## config.mk

```make
export PLATFORM = sky130hd
export DESIGN_NAME = freq_meas
export DESIGN_NICKNAME = d
export VERILOG_FILES = /design/src/rtl/freq_meas.sv
export SDC_FILE = /design/constraint.sdc
export NUM_CORES = 1
export LEC_CHECK = 0
export ABC_AREA = 1
export BUFFER_PORTS_ARGS = -buffer_cell sky130_fd_sc_hd__buf_2
export CORE_MARGIN = 2
export CORE_UTILIZATION = 54
export CTS_CLUSTER_DIAMETER = 200
export DETAILED_ROUTE_END_ITERATION = 12
export PLACE_DENSITY_LB_ADDON = 0.12
export SLEW_MARGIN = 20
export SYNTH_ARGS = -nofsm -noshare
export SYNTH_HDL_FRONTEND = slang
export SYNTH_SLANG_ARGS = --single-unit
```

## constraint.sdc

```tcl
create_clock -name clk_in -period 1.4 [get_ports clk_in]
set_input_delay 0.14 -clock clk_in [delete_from_list [all_inputs] [get_ports clk_in]]
set_output_delay 0.14 -clock clk_in [all_outputs]
set_load 0.01 [all_outputs]
```

## src/rtl/freq_meas.sv

```systemverilog
// freq_meas -- gated frequency counter.
// Counts rising edges of an asynchronous input over a fixed window of
// GATE_CYCLES clk_in cycles. The result is saturated at 2^CW-1, and ovf
// reports that the window saturated.
// Optional feature: define FREQ_MEAS_RANGE_CHECK_EN to add the in_range
// output, which compares each result against [LO_LIMIT, HI_LIMIT].
module freq_meas #(
  parameter int            GATE_CYCLES = 100000,
  parameter int            CW          = 18,
  parameter logic [CW-1:0] LO_LIMIT    = {CW{1'b0}},
  parameter logic [CW-1:0] HI_LIMIT    = {CW{1'b1}}
) (
  input  logic          clk_in,
  input  logic          reset,
  input  logic          en,
  input  logic          sig_in,
  output logic [CW-1:0] freq_count,
  output logic          valid,
  output logic          busy,
  output logic          ovf
`ifdef FREQ_MEAS_RANGE_CHECK_EN
  ,
  output logic          in_range
`endif
);

  localparam int            GW        = $clog2(GATE_CYCLES);
  localparam logic [GW-1:0] GATE_LAST = GW'(GATE_CYCLES - 1);
  localparam logic [GW-1:0] GATE_ONE  = GW'(1'b1);
  localparam logic [CW-1:0] CNT_MAX   = {CW{1'b1}};
  localparam logic [CW-1:0] CNT_ONE   = CW'(1'b1);

  typedef enum logic [1:0] {
    IDLE  = 2'd0,
    COUNT = 2'd1,
    DONE  = 2'd2
  } state_t;

  // Saturating increment: holds at CNT_MAX instead of wrapping.
  function automatic logic [CW-1:0] sat_add(input logic [CW-1:0] cnt, input logic inc);
    if (inc && (cnt != CNT_MAX)) begin
      sat_add = cnt + CNT_ONE;
    end else begin
      sat_add = cnt;
    end
  endfunction

  state_t        state_r;
  state_t        state_nx_s;
  logic          clr_s;
  logic          last_s;
  logic          sync1_r;
  logic          sync2_r;
  logic          sync3_r;
  logic          edge_s;
  logic          at_max_s;
  logic [GW-1:0] gate_cnt_r;
  logic [CW-1:0] edge_cnt_r;
  logic          win_ovf_r;
  logic [CW-1:0] result_s;
  logic          ovf_fin_s;
  logic [CW-1:0] freq_count_r;
  logic          valid_r;
  logic          busy_r;
  logic          ovf_r;

  // Two-flop synchronizer plus a history flop for rising-edge detection.
  always_ff @(posedge clk_in) begin
    if (reset) begin
      sync1_r <= 1'b0;
      sync2_r <= 1'b0;
      sync3_r <= 1'b0;
    end else begin
      sync1_r <= sig_in;
      sync2_r <= sync1_r;
      sync3_r <= sync2_r;
    end
  end

  assign edge_s    = sync2_r & ~sync3_r;
  assign at_max_s  = edge_s & (edge_cnt_r == CNT_MAX);
  assign result_s  = sat_add(edge_cnt_r, edge_s);
  assign ovf_fin_s = win_ovf_r | at_max_s;

  // FSM state register.
  always_ff @(posedge clk_in) begin
    if (reset) begin
      state_r <= IDLE;
    end else begin
      state_r <= state_nx_s;
    end
  end

  // Next-state decode; clr_s opens a fresh window, last_s marks its final cycle.
  always_comb begin
    state_nx_s = state_r;
    clr_s      = 1'b0;
    last_s     = 1'b0;
    case (state_r)
      IDLE, DONE: begin
        if (en) begin
          state_nx_s = COUNT;
          clr_s      = 1'b1;
        end else begin
          state_nx_s = IDLE;
        end
      end
      COUNT: begin
        if (!en) begin
          state_nx_s = IDLE;
        end else if (gate_cnt_r == GATE_LAST) begin
          state_nx_s = DONE;
          last_s     = 1'b1;
        end else begin
          state_nx_s = COUNT;
        end
      end
      default: begin
        state_nx_s = IDLE;
      end
    endcase
  end

  // Window counters, result capture and registered status decodes.
  always_ff @(posedge clk_in) begin
    if (reset) begin
      gate_cnt_r   <= {GW{1'b0}};
      edge_cnt_r   <= {CW{1'b0}};
      win_ovf_r    <= 1'b0;
      freq_count_r <= {CW{1'b0}};
      ovf_r        <= 1'b0;
      valid_r      <= 1'b0;
      busy_r       <= 1'b0;
    end else begin
      valid_r <= (state_nx_s == DONE);
      busy_r  <= (state_nx_s == COUNT);
      if (clr_s) begin
        gate_cnt_r <= {GW{1'b0}};
        edge_cnt_r <= {CW{1'b0}};
        win_ovf_r  <= 1'b0;
      end else if (state_r == COUNT) begin
        gate_cnt_r <= gate_cnt_r + GATE_ONE;
        edge_cnt_r <= result_s;
        win_ovf_r  <= ovf_fin_s;
      end
      if (last_s) begin
        freq_count_r <= result_s;
        ovf_r        <= ovf_fin_s;
      end
    end
  end

  assign freq_count = freq_count_r;
  assign valid      = valid_r;
  assign busy       = busy_r;
  assign ovf        = ovf_r;

`ifdef FREQ_MEAS_RANGE_CHECK_EN
  logic in_range_r;

  // Range verdict captured alongside the window result and held with it.
  always_ff @(posedge clk_in) begin
    if (reset) begin
      in_range_r <= 1'b0;
    end else if (last_s) begin
      in_range_r <= (result_s >= LO_LIMIT) && (result_s <= HI_LIMIT) && !ovf_fin_s;
    end
  end

  assign in_range = in_range_r;
`else
  logic unused_limits_s;
  assign unused_limits_s = ^{LO_LIMIT, HI_LIMIT};
`endif

endmodule

```

# Word level (Yosys, flattened, before mapping)
# Cells that the tools add are included.
# op_classes
muxes	10
n_eq_ne	7
reduce_logical	4
bitwise	4
add_sub_neg	2
# op_table
cell	n
adder 18 x 1 -> 18 bit (second input constant)	1
equality test 18 bit (second input constant)	1
two-way mux 18 bit	1
inequality test 18 bit (second input constant)	1
adder 17 x 1 -> 17 bit (second input constant)	1
equality test 17 bit (second input constant)	1
two-way mux 1 bit	6
equality test 2 x 1 -> 1 bit (second input constant)	2
equality test 2 bit (second input constant)	2
two-way mux 2 bit	2
case mux 2 bit (2 select lines)	1
OR reduction 2 bit	2
bitwise AND 1 bit	2
zero test 2 bit	1
logical AND 1 bit	1
NOT 1 bit	1
OR 1 bit	1
# word_totals
output_inout_bits	21
register_bits	62

# Depth between registers and ports, before layout
# depth
depth_word	5
depth_mapped	12
ltp_nobuf	11

# Worst setup path before layout
# OpenSTA, ideal clock, no wires.
# synth_timing
kind	reg-to-reg
from	register edge_cnt_r[0]
to	register edge_cnt_r[3]
arrival_time_ns	1.426
n_path_buf	1
setup_time_ns	0.109
path_slack_ns	-0.135
required_time_ns	1.291
path_stages_with_launch	12
synth_period_minus_slack_ns	1.535
cell_sequence	dfxtp_1 > ha_1 > inv_1 > nor2_1 > nand2_1 > inv_2 > nand2_4 > buf_6 > nand3b_1 > nand3_1 > nand2_1 > inv_1
# synth_via
elab_chain_cells	3
word_cells_on_any_way	4
cone_classes	1 x add/sub; 1 x eq/ne; 1 x mux; 1 x reduce/logical
# synth_lines
item	line_no	source
start: declaration	58	logic [CW-1:0] edge_cnt_r;
start signal: assignment	128	edge_cnt_r <= {CW{1'b0}};
start signal: assignment	139	edge_cnt_r <= {CW{1'b0}};
start signal: assignment	143	edge_cnt_r <= result_s;
branches (longest 2 deep; another with adder 18 x 1 -> 18 bit)	n/a	
two-way mux 18 bit (*)	41	if (inc && (cnt != CNT_MAX)) begin
# Every way passes the cells marked *.
# A chain may end at the register's enable or synchronous reset.

# Final worst setup path
# layout_timing
from	register edge_cnt_r[15]
to	register edge_cnt_r[1]
# layout_via
elab_chain_cells	3
# layout_lines
item	line_no
inequality test 18 bit	41
logical AND 1 bit	41
two-way mux 18 bit	41
# No other way between the ends.

==> flow_summary.ini <==
[setup_path]
crit_arrival_ps = 1860
cp_max_fo = 7
worstReg2RegStart = edge_cnt_r[15]$_SDFFE_PP0N_
end_kind = register
crit_path_top_delay_cell = dfxtp_2
crit_type = reg -> reg
path_delay_family = simple AND/OR/NAND/NOR gates
crit_buf_inv = 2
worst_path_largest_cell_delay_ps = 340
rr_endpoint = edge_cnt_r[1]$_SDFFE_PP0N_
cp-start-kind = register
cp.required_ps = 1640
path_cells = nand2_2 -> nor2_4 -> inv_2 -> nor2_4 -> nand2_4 -> nand3_1 -> nand3_1 -> nand2_1 -> inv_1
rr_worst_depth = 9
r2r_slack_ps = -220
crit_start = edge_cnt_r[15]$_SDFFE_PP0N_

[global_route]
grt_overflow = 0
grt_usage = 0.2979
grt_pass1_vias = 3742
antenna_found_initial = 0
grt_pass1_wl_um = 16820
grt_max_degree = 26

[timing]
final.min_clock_period_ps = 1620
fmax_mhz = 617.2
maxSlewHeadroom = 0.7349
hold_ws_ps = 114.1
hold_violations = 0
slew_viol_final = 0
finalWorstSetupSlack_ps = -220.1
rsz0062_at_grt = yes
skew_ps = 3.666
setup_violations = 40
finalSetupTns_ps = -4014
worst_pin_slew_ps = 397.7
fin_crit_sh = 1.157

[synth]
syn-num-nets = 558
synth_seq_area_share = 0.3648
syn_area_per_cell_um2 = 6.163
ys_warn_count = 0
ys_types = 28
synth-seq-cells = 62
synth_area_um2 = 3402
syn_inst = 552

[power_and_ir_drop]
leakage_nw = 2.234
p_seq_frac = 0.468
intPower_mw = 2.889
comb_power_share = 0.112
peakVddDrop_mv = 0.6557
power.density_nw_per_um2 = 786.1
p_clk_frac = 0.420
power_switching_share = 0.2646
power.switching_mw = 1.039

[floorplanning]
chipWidth_um = 83.37
start_util = 0.5679
rows = 28
core-area_um2 = 5991
dieArea_um2 = 6951
ios = 25
die_y_um = 83.37

[cells_and_area]
final_cells = 743
drive_above_1_share = 0.4027
syn_to_final_growth_pct = 46.89
final_nets = 669
fin_util = 0.8342
fin_area_um2 = 4997
diodes = 0

[routing]
detail_route.wl_per_cell_um = 16.43
drtAntennaViolNets = 0
drtIter0Drc = 502
viasPerCell = 5.627
drc = 0
num_vias = 4181
wl_um = 12210
dr.pass1.iters = 5

[outcome]
status = complete, but fails checks
violations = negative setup slack

[min_path]
hold_path_class = in -> reg
min_from = en
whs_path_depth = 3
hold_end = state_r[0]$_SDFF_PP0_

[place]
place_area_um2 = 4069
io_buffers = 24
place_inst = 703
place_hpwl_um = 6922
gp_congestion = 0.9286

[clocking]
cts_tree = yes
cts_buffer_depth = 2
htreeDepth = 3
clock-sinks = 62
numCtsBuffers = 9
clk_pin_slew_ps = 70
cts-root-buf = clkbuf_8
insertion_delay_ps = 340

[run]
drv_cap = 0
## repair_timing
item,CTS,global route
gates resized for setup,46,119
hold buffers,1,0
buffers inserted,9,8
pin swaps,7,42
setup endpoints to repair,45,53
hold endpoints to repair,1,0
cloned,0,6
## flip-flops by register name (all words and copies together) (netlist names)
signal / cells
freq_count: 18
sync1_r: 1
sync3_r: 1
win_ovf_r: 1
busy: 1
sync2_r: 1
valid: 1
ovf: 1
edge_cnt_r: 18
state_r: 2
gate_cnt_r: 17
## cell usage after synthesis (all sizes together)
master / count / area (um2)
a31oi: 1 / 6.260
inv: 106 / 397.9
nand3b: 2 / 15.01
nand4: 11 / 68.82
clkbuf: 10 / 37.54
clkinv: 1 / 3.750
nor3: 9 / 45.04
o21ai: 14 / 70.06
a21oi: 50 / 250.2
nand2: 153 / 601.8
o21a: 1 / 7.510
dfxtp: 62 / 1241
ha: 2 / 25.02
nor2: 57 / 239.0
nand3: 63 / 315.3
xor2: 2 / 17.52
buf: 6 / 47.54
and2: 2 / 12.51
## final cells by class
type	instances	area, um2
inverter	107	415.4
multi-input combinational	370	2152
fill	353	993.5
tap	75	93.84
timing repair buffer	113	862.1
sequential	62	1274
clock inverter	4	45.04
clock buffer	12	155.1
## cell usage in the layout (no fill, tap or decap), types with 7 or more instances in the layout
master    synthesis  routed
nand2_1         146     119
inv_1           102      93
buf_4             1      77
nand3_1          63      46
dfxtp_1          62      40
nor2_1           51      34
a21oi_1          50      31
nand2_2           5      28
buf_2             2      24
dfxtp_2           0      20
nand3_2           0      17
a21oi_2           0      17
nor2_4            2      13
nand4_1          11      11
clkbuf_8          0      11
nor2_2            4      10
inv_2             4       9
o21ai_0          13       8
nand2_4           2       7
buf_6             1       7
## per-stage QoR
stage | power, mW | worst slack [ps]
floorplan | 2.069 | 0.04907
global placement | 2.194 | -155.6
detailed placement | 2.201 | -178.0
CTS | 3.840 | -3.191
global route | 4.038 | -231.4
finish | 3.928 | -220.1
## worst reg2reg max path, cell delays in order (launching register included)
cell     delay (ps)
dfxtp_2         340
nand2_2          70
nor2_4          180
inv_2            80
nor2_4          260
nand2_4         160
nand3_1         150
nand3_1         120
nand2_1         100
inv_1            50
## how the worst max path moves through the flow
stage,end,slack (ps),cells after the start
global placement,gate_cnt_r[7]$_SDFFE_PP0N_,-160,9
floorplan,edge_cnt_r[3]$_SDFFE_PP0N_,0.05,11
finish,edge_cnt_r[1]$_SDFFE_PP0N_,-220,9
detailed placement,gate_cnt_r[7]$_SDFFE_PP0N_,-180,9
CTS,gate_cnt_r[7]$_SDFFE_PP0N_,-3,9
global route,edge_cnt_r[1]$_SDFFE_PP0N_,-230,9
## cell families after synthesis
kind of cell | count (synthesis) | share of synthesized area
AND/OR/NAND/NOR | 297 | 0.3814
buffers and inverters | 123 | 0.1431
AO/OA/AOI/OAI | 66 | 0.09820
flip-flops | 62 | 0.3648
XOR/XNOR | 2 | 0.005150
adder cells (fa/ha/maj) | 2 | 0.007354
## layer usage
metal	GRT usage	routed length (um)	part of all wire	vias up
li1	-	-	-	1952
met1	0.3820	4921	0.40	1921
met2	0.4927	5625	0.46	247
met3	0.04970	1117	0.092	61
met4	0.1297	542	0.044	0
met5	0	0	0	-
## power by group through the flow
stage	clock, mW	combinational (mW)	sequential, mW
2_1_floorplan	0	0.195	1.87
3_3_place_gp	0	0.327	1.87
3_5_place_dp	0	0.333	1.87
4_1_cts	1.64	0.366	1.83
5_1_grt	1.72	0.474	1.84
6_report	1.65	0.441	1.84
Power figures use the tool's default switching activity.
